--- config.mk ---
export PLATFORM = sky130hd
export DESIGN_NAME = dds_sweep_sequencer
export DESIGN_NICKNAME = d
export VERILOG_FILES = /design/src/rtl/dds_cfg_pkg.sv /design/src/rtl/dds_reg_wr_if.sv /design/src/rtl/dds_sweep_sequencer.sv
export SDC_FILE = /design/constraint.sdc
export NUM_CORES = 1
export LEC_CHECK = 0
export ABC_AREA = 1
export BUFFER_PORTS_ARGS = -buffer_cell sky130_fd_sc_hd__buf_2
export CORE_AREA = 2 2 117 119
export DETAILED_ROUTE_END_ITERATION = 10
export DIE_AREA = 0 0 119 121
export PLACE_DENSITY = 0.79
export SETUP_SLACK_MARGIN = 0.5
export SLEW_MARGIN = 10
export SYNTH_ARGS = -nofsm -noshare
export SYNTH_HDL_FRONTEND = slang
export SYNTH_SLANG_ARGS = --single-unit
--- constraint.sdc ---
create_clock -name clk -period 3.3 [get_ports clk]
set_clock_uncertainty 0.2 [all_clocks]
set_input_delay 0.66 -clock clk [delete_from_list [all_inputs] [get_ports clk]]
set_output_delay 0.66 -clock clk [all_outputs]
set_load 0.02 [all_outputs]
--- src/rtl/dds_cfg_pkg.sv ---
// Shared constants and types for the DDS sweep sequencer:
// RING_DDS register map, the control word written at sweep start,
// and the sequencer state encoding.
package dds_cfg_pkg;

    localparam logic [15:0] DDS_ADDR_CTRL = 16'h0030;
    localparam logic [15:0] DDS_ADDR_FREQ = 16'h0020;
    localparam logic [15:0] DDS_CTRL_VAL  = 16'h000F;
    localparam int          DDS_STEP_W    = 8;

    typedef enum logic [2:0] {
        IDLE    = 3'd0,
        WR_CTRL = 3'd1,
        GAP     = 3'd2,
        WR_FREQ = 3'd3,
        DWELL   = 3'd4
    } dds_state_t;

    // A dwell of 0 still needs one cycle between writes so that
    // wr never stays high on two consecutive cycles.
    function automatic logic [15:0] clamp_dwell(input logic [15:0] d);
        return (d == 16'd0) ? 16'd1 : d;
    endfunction

endpackage

--- src/rtl/dds_reg_wr_if.sv ---
// Registered RING_DDS write port. A one-cycle request becomes a
// one-cycle wr strobe with address/data; with no request the whole
// bus is driven to zero.
module dds_reg_wr_if (
    input  logic        clk,
    input  logic        rstn,
    input  logic        req,
    input  logic [15:0] req_addr,
    input  logic [15:0] req_data,
    output logic        wr,
    output logic [15:0] waddr,
    output logic [15:0] wdata
);

    // Capture a request for exactly one cycle, otherwise park the bus at zero.
    always_ff @(posedge clk or negedge rstn) begin
        if (!rstn) begin
            wr    <= 1'b0;
            waddr <= 16'd0;
            wdata <= 16'd0;
        end else if (req) begin
            wr    <= 1'b1;
            waddr <= req_addr;
            wdata <= req_data;
        end else begin
            wr    <= 1'b0;
            waddr <= 16'd0;
            wdata <= 16'd0;
        end
    end

endmodule

--- src/rtl/dds_sweep_sequencer.sv ---
// Frequency sweep sequencer for RING_DDS. On start it writes the
// control register once, then steps the frequency word from a start
// value by a fixed increment, holding each step for a dwell period.
// Handshake: start/stop are single-cycle pulses sampled on the rising
// clock edge; start is honoured only in IDLE and stop always wins.
// The write port has no backpressure: each wr cycle is one accepted write.
module dds_sweep_sequencer
    import dds_cfg_pkg::*;
#(
    parameter logic [15:0] ADDR_CTRL = DDS_ADDR_CTRL,
    parameter logic [15:0] ADDR_FREQ = DDS_ADDR_FREQ,
    parameter logic [15:0] CTRL_VAL  = DDS_CTRL_VAL,
    parameter int          STEP_W    = DDS_STEP_W
) (
    input  logic              clk,
    input  logic              rstn,
    input  logic              start,
    input  logic              stop,
    input  logic [15:0]       start_word,
    input  logic [15:0]       step_word,
    input  logic [STEP_W-1:0] num_steps,
    input  logic [15:0]       dwell,
    input  logic              loop_en,
    output logic              wr,
    output logic [15:0]       waddr,
    output logic [15:0]       wdata,
    output logic              busy,
    output logic [STEP_W-1:0] step_idx,
    output logic              done,
    output dds_state_t        state_dbg
);

    localparam logic [STEP_W-1:0] IDX_ONE = {{(STEP_W-1){1'b0}}, 1'b1};

    dds_state_t        state;
    dds_state_t        nxt_state;
    logic [15:0]       cur;
    logic [15:0]       nxt_cur;
    logic [STEP_W-1:0] idx;
    logic [STEP_W-1:0] nxt_idx;
    logic [15:0]       dcnt;

    // Configuration captured at start; inputs are ignored while busy.
    logic [15:0]       start_l;
    logic [15:0]       step_l;
    logic [STEP_W-1:0] num_l;
    logic [15:0]       dwell_l;
    logic              loop_l;

    logic              req_ctrl;
    logic              req_freq;
    logic              done_nxt;
    logic              last_step;
    logic [15:0]       req_addr;
    logic [15:0]       req_data;

    assign last_step = (idx == (num_l - IDX_ONE));
    assign state_dbg = state;

    // Next-state decode; write requests are raised on the transition
    // into a write state so the registered bus lines up with that state.
    always_comb begin
        nxt_state = state;
        nxt_cur   = cur;
        nxt_idx   = idx;
        req_ctrl  = 1'b0;
        req_freq  = 1'b0;
        done_nxt  = 1'b0;
        unique case (state)
            IDLE: begin
                if (start) begin
                    nxt_state = WR_CTRL;
                    req_ctrl  = 1'b1;
                    nxt_cur   = start_word;
                    nxt_idx   = '0;
                end
            end
            WR_CTRL: nxt_state = GAP;
            GAP: begin
                if (num_l == '0) begin
                    nxt_state = IDLE;
                    done_nxt  = 1'b1;
                end else begin
                    nxt_state = WR_FREQ;
                    req_freq  = 1'b1;
                end
            end
            WR_FREQ: nxt_state = DWELL;
            DWELL: begin
                if (dcnt == 16'd1) begin
                    if (last_step && loop_l) begin
                        nxt_state = WR_FREQ;
                        req_freq  = 1'b1;
                        nxt_cur   = start_l;
                        nxt_idx   = '0;
                    end else if (last_step) begin
                        nxt_state = IDLE;
                        done_nxt  = 1'b1;
                    end else begin
                        nxt_state = WR_FREQ;
                        req_freq  = 1'b1;
                        nxt_cur   = cur + step_l;
                        nxt_idx   = idx + IDX_ONE;
                    end
                end
            end
            default: nxt_state = IDLE;
        endcase
        // stop overrides everything, including a same-cycle start in IDLE
        if (stop) begin
            nxt_state = IDLE;
            nxt_cur   = cur;
            nxt_idx   = idx;
            req_ctrl  = 1'b0;
            req_freq  = 1'b0;
            done_nxt  = 1'b0;
        end
    end

    // Sequencer state, counters, latched configuration and registered status.
    always_ff @(posedge clk or negedge rstn) begin
        if (!rstn) begin
            state    <= IDLE;
            cur      <= 16'd0;
            idx      <= '0;
            dcnt     <= 16'd0;
            start_l  <= 16'd0;
            step_l   <= 16'd0;
            num_l    <= '0;
            dwell_l  <= 16'd0;
            loop_l   <= 1'b0;
            step_idx <= '0;
            done     <= 1'b0;
            busy     <= 1'b0;
        end else begin
            state <= nxt_state;
            cur   <= nxt_cur;
            idx   <= nxt_idx;
            done  <= done_nxt;
            busy  <= (nxt_state != IDLE);
            if (req_ctrl) begin
                start_l <= start_word;
                step_l  <= step_word;
                num_l   <= num_steps;
                dwell_l <= dwell;
                loop_l  <= loop_en;
            end
            if (req_freq) begin
                step_idx <= nxt_idx;
            end
            if (state == WR_FREQ) begin
                dcnt <= clamp_dwell(dwell_l);
            end else if (state == DWELL) begin
                dcnt <= dcnt - 16'd1;
            end
        end
    end

    assign req_addr = req_ctrl ? ADDR_CTRL : ADDR_FREQ;
    assign req_data = req_ctrl ? CTRL_VAL  : nxt_cur;

    dds_reg_wr_if u_wr_if (
        .clk      (clk),
        .rstn     (rstn),
        .req      (req_ctrl | req_freq),
        .req_addr (req_addr),
        .req_data (req_data),
        .wr       (wr),
        .waddr    (waddr),
        .wdata    (wdata)
    );

endmodule

## Word level (Yosys, flattened, before mapping)

Cells that the tools add are included.
W data, S select, Z words.

- Add/subtract/negate cells: 4
- Equal/unequal tests: 6
- Muxes and demuxes: 42
- Bitwise gates (word level): 1
- Reduce and logical (&&, ||, !) cells: 6

Operators by type and width:

| kind | number |
|---|---|
| $mux W16 | 10 |
| $mux W8 | 5 |
| $pmux W16 S2 | 1 |
| $add A16 B16 Y16 | 1 |
| $eq A16 B1 Y1 const B | 1 |
| $logic_not A16 Y1 | 1 |
| $pmux W8 S2 | 1 |
| $sub A16 B1 Y16 const B | 1 |
| $pmux W3 S5 | 1 |
| $mux W1 | 14 |
| $mux W3 | 3 |
| $add A8 B1 Y8 const B | 1 |
| $eq A8 B8 Y1 | 1 |
| $logic_not A8 Y1 | 1 |
| $sub A8 B1 Y8 const B | 1 |
| $eq A3 B2 Y1 const B | 2 |
| $mux W2 | 3 |
| $mux W6 | 1 |
| $mux W5 | 1 |
| $pmux W1 S2 | 2 |
| $eq A3 B1 Y1 const B | 1 |
| $eq A3 B3 Y1 const B | 1 |
| $logic_not A3 Y1 | 1 |
| $reduce_bool A3 Y1 | 1 |
| other kinds (3) | 3 |

- Bits in registers: 133
- Input bits: 61

## Logic depth before layout (Yosys ltp)

- Depth in word-level cells: 9
- Depth in mapped cells: 18

## Hierarchy

Synthesis repeated with hierarchy kept, for this count alone.

- Cells, all modules: 1,092
- Area total of the unflattened synthesis: 7,931.4 µm²

Modules (own cells, without submodules):

| module | instances | cells each | area each (µm²) | sequential area each (µm²) |
|---|---|---|---|---|
| dds_sweep_sequencer | 1 | 992 | 6,831.6 | 2,752.6 |
| dds_reg_wr_if | 1 | 100 | 1,099.8 | 825.8 |

## Worst setup path before layout

OpenSTA, ideal clock, no wires.

- Path type: flip-flop to flip-flop
- From: register num_l[0]
- To: register u_wr_if.wdata[4]
- Arrival time: 1.968 ns
- Path slack: 1.009 ns
- Stages on the path, launching flop included: 17
- Clock period less this slack: 2.291 ns
- Path through: dfrtp_1 inv_2 ha_1 inv_1 nand2_1 nand2_1 nor2_2 nand3_2 nor2_4 nand3_4 nor2_4 buf_4 nand2_1 o211ai_1 nand2_1 nand2_1 a21oi_1

- Cells in the longest elaborated chain, start to end: 9
- Elaborated cells between the ends (all ways): 18
- Classes of those cells: 1 x add/sub; 1 x eq/ne; 13 x mux; 1 x bitwise; 2 x reduce/logical

RTL lines:

| item | RTL line | source |
|---|---|---|
| start: declaration | dds_sweep_sequencer.sv:46 | `logic [STEP_W-1:0] num_l;` |
| start signal: assignment | dds_sweep_sequencer.sv:144 | `num_l <= num_steps;` |
| $sub A8 B1 Y8 | dds_sweep_sequencer.sv:57 | `assign last_step = (idx == (num_l - IDX_ONE));` |
| $eq A8 B8 Y1 | dds_sweep_sequencer.sv:57 |  |
| $mux W16 (tied with other cells) | dds_sweep_sequencer.sv:96 | `end else if (last_step) begin` |
| $mux W16 / $mux W1 (equally long branches) | dds_sweep_sequencer.sv:91 | `if (last_step && loop_l) begin` |
| $mux W16 / $mux W1 (equally long branches) | dds_sweep_sequencer.sv:90 | `if (dcnt == 16'd1) begin` |
| $pmux W16 S2 / $pmux W1 S2 (equally long branches) | dds_sweep_sequencer.sv:69 | `unique case (state)` |
| $mux W16 / $mux W1 (equally long branches) | dds_sweep_sequencer.sv:110 | `if (stop) begin` |
| $mux W16 / $or A1 B1 Y1 (equally long branches) | dds_sweep_sequencer.sv:160, dds_sweep_sequencer.sv:165 |  |
| $mux W16 (*) | dds_reg_wr_if.sv:21 | `end else if (req) begin` |
| end signal: assignment | dds_reg_wr_if.sv:24 | `wdata <= req_data;` |
| end: declaration | dds_reg_wr_if.sv:12 | `output logic [15:0] wdata` |

Every way passes the cells marked *; elsewhere a longest branch is shown, timed or not.
A chain may end at the register's enable or synchronous reset.

## Worst setup path in the final report

- From: register num_l[1]
- To: register step_idx[3]

- Cells in the longest elaborated chain, start to end: 7
- Elaborated cells between the ends (all ways): 15
- Classes of those cells: 1 x add/sub; 1 x eq/ne; 11 x mux; 2 x reduce/logical

RTL lines:

| item | RTL line | source |
|---|---|---|
| $sub A8 B1 Y8 | dds_sweep_sequencer.sv:57 |  |
| $eq A8 B8 Y1 | dds_sweep_sequencer.sv:57 |  |
| $mux W8 (tied with other cells) | dds_sweep_sequencer.sv:96 |  |
| $mux W8 / $mux W1 (equally long branches) | dds_sweep_sequencer.sv:91 |  |
| $mux W8 / $mux W1 (equally long branches) | dds_sweep_sequencer.sv:90 |  |
| $pmux W8 S2 / $pmux W1 S2 (equally long branches) | dds_sweep_sequencer.sv:69 |  |
| $mux W8 / $mux W1 (equally long branches) | dds_sweep_sequencer.sv:110 |  |
| end signal: assignment | dds_sweep_sequencer.sv:149 | `step_idx <= nxt_idx;` |
| end: declaration | dds_sweep_sequencer.sv:28 | `output logic [STEP_W-1:0] step_idx,` |

Several ways; a longest one is shown, not always the timed one.

==> flow_metrics.env <==
export IMPL_outcome="completed"
export IMPL_endpoint_kind="flop"
export IMPL_netlist_cell_type_count=46
export IMPL_path_class="flop to flop"
export IMPL_root_buffer="sky130_fd_sc_hd__clkbuf_16"
export IMPL_mappedNetlistArea_um2=7400
export IMPL_io_buffer_count=92
export IMPL_crit_path_cell_trace="inv_1 -> ha_1 -> inv_1 -> nand2_1 -> nand2_1 -> nor2_2 -> nand3_2 -> nor2_4 -> nand4_2 -> nand2_1 -> o21ai_2 -> nand2_4 -> buf_4 -> nand2_1 -> nand2_1"
export IMPL_dp_cells=1256
export IMPL_grt_antenna_before_repair=0
export IMPL_rsz0062_at_grt="true"
export IMPL_maxClockFrequency_mhz=387
export IMPL_gpl_final_weighted_congestion=0.925
export IMPL_cts_hold_buffers=0
export IMPL_synth_area_leaders="sky130_fd_sc_hd__dfrtp_1 (43%), sky130_fd_sc_hd__nand2_1 (18%), sky130_fd_sc_hd__inv_1 (6.1%), sky130_fd_sc_hd__o21ai_0 (4.7%), sky130_fd_sc_hd__ha_1 (3.4%)"
export IMPL_die_h_um=121
export IMPL_htree_levels=4
export IMPL_register_to_register_path_depth=15
export IMPL_core_um2=13100
export IMPL_tritoncts_num_buffers=17
export IMPL_post_drt_wl_per_cell_um=14.6
export IMPL_critical_path_top_delay_family="simple AND/OR/NAND/NOR gates"
export IMPL_fin_crit_sh_pct=78.4
export IMPL_edff_count_synth=0
export IMPL_synth_async_reset_ratio_pct=100
export IMPL_synthMostInstantiatedCell="sky130_fd_sc_hd__nand2_1"
export IMPL_timing_worst_slew_pin_value_ps=618
export IMPL_area_growth_synth_to_final_pct=16.7
export IMPL_synth_top_area_share_pct=43.3
export IMPL_drive_above_1_share_pct=16.4
export IMPL_timing_critical_path_slowest_stage_cell="sky130_fd_sc_hd__dfrtp_1"
export IMPL_hold_violations=0
export IMPL_reg2reg_setup_slack_ps=710
export IMPL_ff_latch_count_synth=128
export IMPL_yosys_most_used_dff="sky130_fd_sc_hd__dfrtp_1"
export IMPL_wl_um=18800
export IMPL_synth_largest_area_cell="sky130_fd_sc_hd__dfrtp_1"
export IMPL_critical_path_required_ps=3460
export IMPL_cts_max_path_buffers=2
export IMPL_reg2reg_to="step_idx[3]$_DFFE_PN0P_"
export IMPL_die_width_um=119
export IMPL_globalRouteTotalUtil_pct=27.5
export IMPL_core_rowCount=42
export IMPL_filler_cell_count=1138
export IMPL_ant_nets=0
export IMPL_io_pins=107
export IMPL_slowest_delay_ps=380
export IMPL_reg2reg_from="num_l[1]$_DFFE_PN0P_"
export IMPL_worst_path_most_repeated_cell="sky130_fd_sc_hd__nand2_1"
export IMPL_worst_skew_pair_late_latency_ps=430
export IMPL_setup_viol=0
export IMPL_vdd_ir_drop_max_uv=423
export IMPL_initial_core_util_pct=56.6
export IMPL_via_per_inst=5.23
export IMPL_worst_slew_margin_rel_pct=58.8
export IMPL_n_antenna_cell=0
export IMPL_leakage_nw=4.54
export IMPL_route_detailed_drc=0
export IMPL_critical_path_buf_inv_count=3
export IMPL_min_path_type="input port to async pin"
export IMPL_grt_pass1_wl_um=31000
export IMPL_startpoint_type="flop"
export IMPL_max_cap_violations=0
export IMPL_syn_avg_cell_area_um2=7.41
export IMPL_critPathMaxFanout=13
export IMPL_yosys_warnings=0
export IMPL_cts_sinks=128
export IMPL_dr_first_iter_drc_count=583
export IMPL_vias_after_detailed_routing=6751
export IMPL_power_per_cell_area_nw_per_um2=748
export IMPL_grt_max_degree=97
export IMPL_tritoncts="yes"
export IMPL_multi_input_comb_area_um2=3520
export IMPL_synth_cells_most_frequent="sky130_fd_sc_hd__nand2_1 (350), sky130_fd_sc_hd__dfrtp_1 (128), sky130_fd_sc_hd__inv_1 (121)"
export IMPL_synth_seq_area_share_pct=43.3
export IMPL_cp_data_arrival_time_ps=2750
export IMPL_postSynthCellCount=999
export IMPL_final_cell_count_no_fill=1291
export IMPL_setup_tns_ps=0
export IMPL_cts_reportedPaths_clkPinSlew_ps=50
export IMPL_area_sequential_um2=3200
export IMPL_drt_pre_antenna_iters=5
export IMPL_dp_hpwl_um=13400
export IMPL_final_nets=1188
export IMPL_die_area_um2=14400
export IMPL_via_count_of_the_first_global_routing_pass=6380
export IMPL_grt_overflow=0
export IMPL_min_period_ps=2590
export IMPL_timing_final_max_slew_violations=0
[area by class of cell]
| type | count | area share (%) |
|---|---|---|
| well taps | 176 | 2.55 |
| multi-input cells | 709 | 40.8 |
| repair buffers | 114 | 7.65 |
| clock buffers | 21 | 5.45 |
| flip-flops and latches | 128 | 37.1 |
| inverters | 135 | 5.95 |
| repair inverters | 1 | 0.0580 |
| clock inverters | 7 | 0.464 |
[logic make-up after synthesis]
logic type,after synthesis,synth area share (%)
AND/OR/NAND/NOR,499,28.4
adder cells (fa/ha/maj),21,3.65
other,1,0.0507
flip-flops,128,43.3
AO/OA/AOI/OAI,156,12.3
buffers and inverters,175,10.1
XOR/XNOR,19,2.25
[report_power, final]
group          switching (mW)  total [mW]  leakage [nW]  internal [mW]
Clock                   0.671        1.66         0.252          0.992
Sequential              0.334        2.34          1.64           2.00
Combinational            1.58        2.46          2.64          0.880
Total                    2.59        6.46          4.54           3.87
[how the worst max path moves through the flow]
| stage | slack, ps | depth (start not counted) | from | to |
|---|---|---|---|---|
| after floorplan | 1010 | 16 | num_l[0]$_DFFE_PN0P_ | u_wr_if.wdata[4]$_DFF_PN0_ |
| after detailed placement | 600 | 15 | num_l[0]$_DFFE_PN0P_ | u_wr_if.wdata[0]$_DFF_PN0_ |
| after global placement | 660 | 14 | num_l[0]$_DFFE_PN0P_ | state_dbg[0]$_DFF_PN0_ |
| after CTS | 580 | 15 | num_l[0]$_DFFE_PN0P_ | step_idx[6]$_DFFE_PN0P_ |
| after global routing | 500 | 17 | num_l[1]$_DFFE_PN0P_ | step_idx[3]$_DFFE_PN0P_ |
| final | 710 | 15 | num_l[1]$_DFFE_PN0P_ | step_idx[3]$_DFFE_PN0P_ |
[per-layer routing]
layer	part of all wire, %	vias up	GRT usage, %
met2	46	260	43.1
met5	0	-	0
met4	1.6	0	9.60
met1	45	3084	37.6
li1	-	3377	-
met3	7.7	30	6.44
[sequential cells by signal (all words and copies together) (netlist names)]
register	count
done	1
num_l	8
idx	8
start_l	16
u_wr_if.wdata	16
dwell_l	16
step_idx	8
step_l	16
loop_l	1
u_wr_if.waddr	2
cur	16
dcnt	16
busy	1
state_dbg	3
[repair_timing]
action | 4_1_cts | 5_1_grt
gates resized for setup | 0 | 7
setup buffers | 0 | 6
endpoints found under the hold margin | 0 | 0
endpoints found under the setup margin | 0 | 35
[stage by stage]
| stage | util, % | total power, mW | hold WS (ps) | area [µm²] | worst slack, ps |
|---|---|---|---|---|---|
| after floorplan | - | 4.12 | 164 | 7450 | 1010 |
| after global placement | 61.5 | 4.67 | 259 | 8050 | 659 |
| after detailed placement | 61.5 | 4.74 | 260 | 8050 | 596 |
| after CTS | 65.4 | 6.42 | 30.1 | 8560 | 578 |
| after global routing | 66.0 | 6.95 | 47.9 | 8640 | 501 |
| final | 66.0 | 6.46 | 13.9 | 8640 | 714 |
[layout by cell type, fill, tap and decap left out, drive strengths merged]
cell type / synthesis / final
o21bai: 2 / 2
buf: 27 / 114
o22ai: 4 / 4
o21a: 1 / 1
nand3: 48 / 48
inv: 129 / 128
o211ai: 6 / 6
or2: 2 / 2
nor3: 6 / 6
a31oi: 2 / 2
clkbuf: 13 / 21
a21o: 1 / 1
nor4: 1 / 1
clkinvlp: 0 / 5
a21oi: 40 / 40
nand4: 17 / 17
nor2: 69 / 69
a221oi: 2 / 2
o311ai: 1 / 1
o41ai: 2 / 2
nand2: 355 / 355
o21ai: 81 / 81
o221ai: 7 / 7
a22oi: 1 / 1
conb: 1 / 14
ha: 20 / 20
a221o: 1 / 1
xor2: 11 / 11
a21boi: 2 / 2
fa: 1 / 1
dfrtp: 128 / 128
clkinv: 6 / 10
xnor2: 8 / 8
and2: 1 / 1
a32o: 3 / 3
No activity file was read; power rests on OpenSTA's default activity.
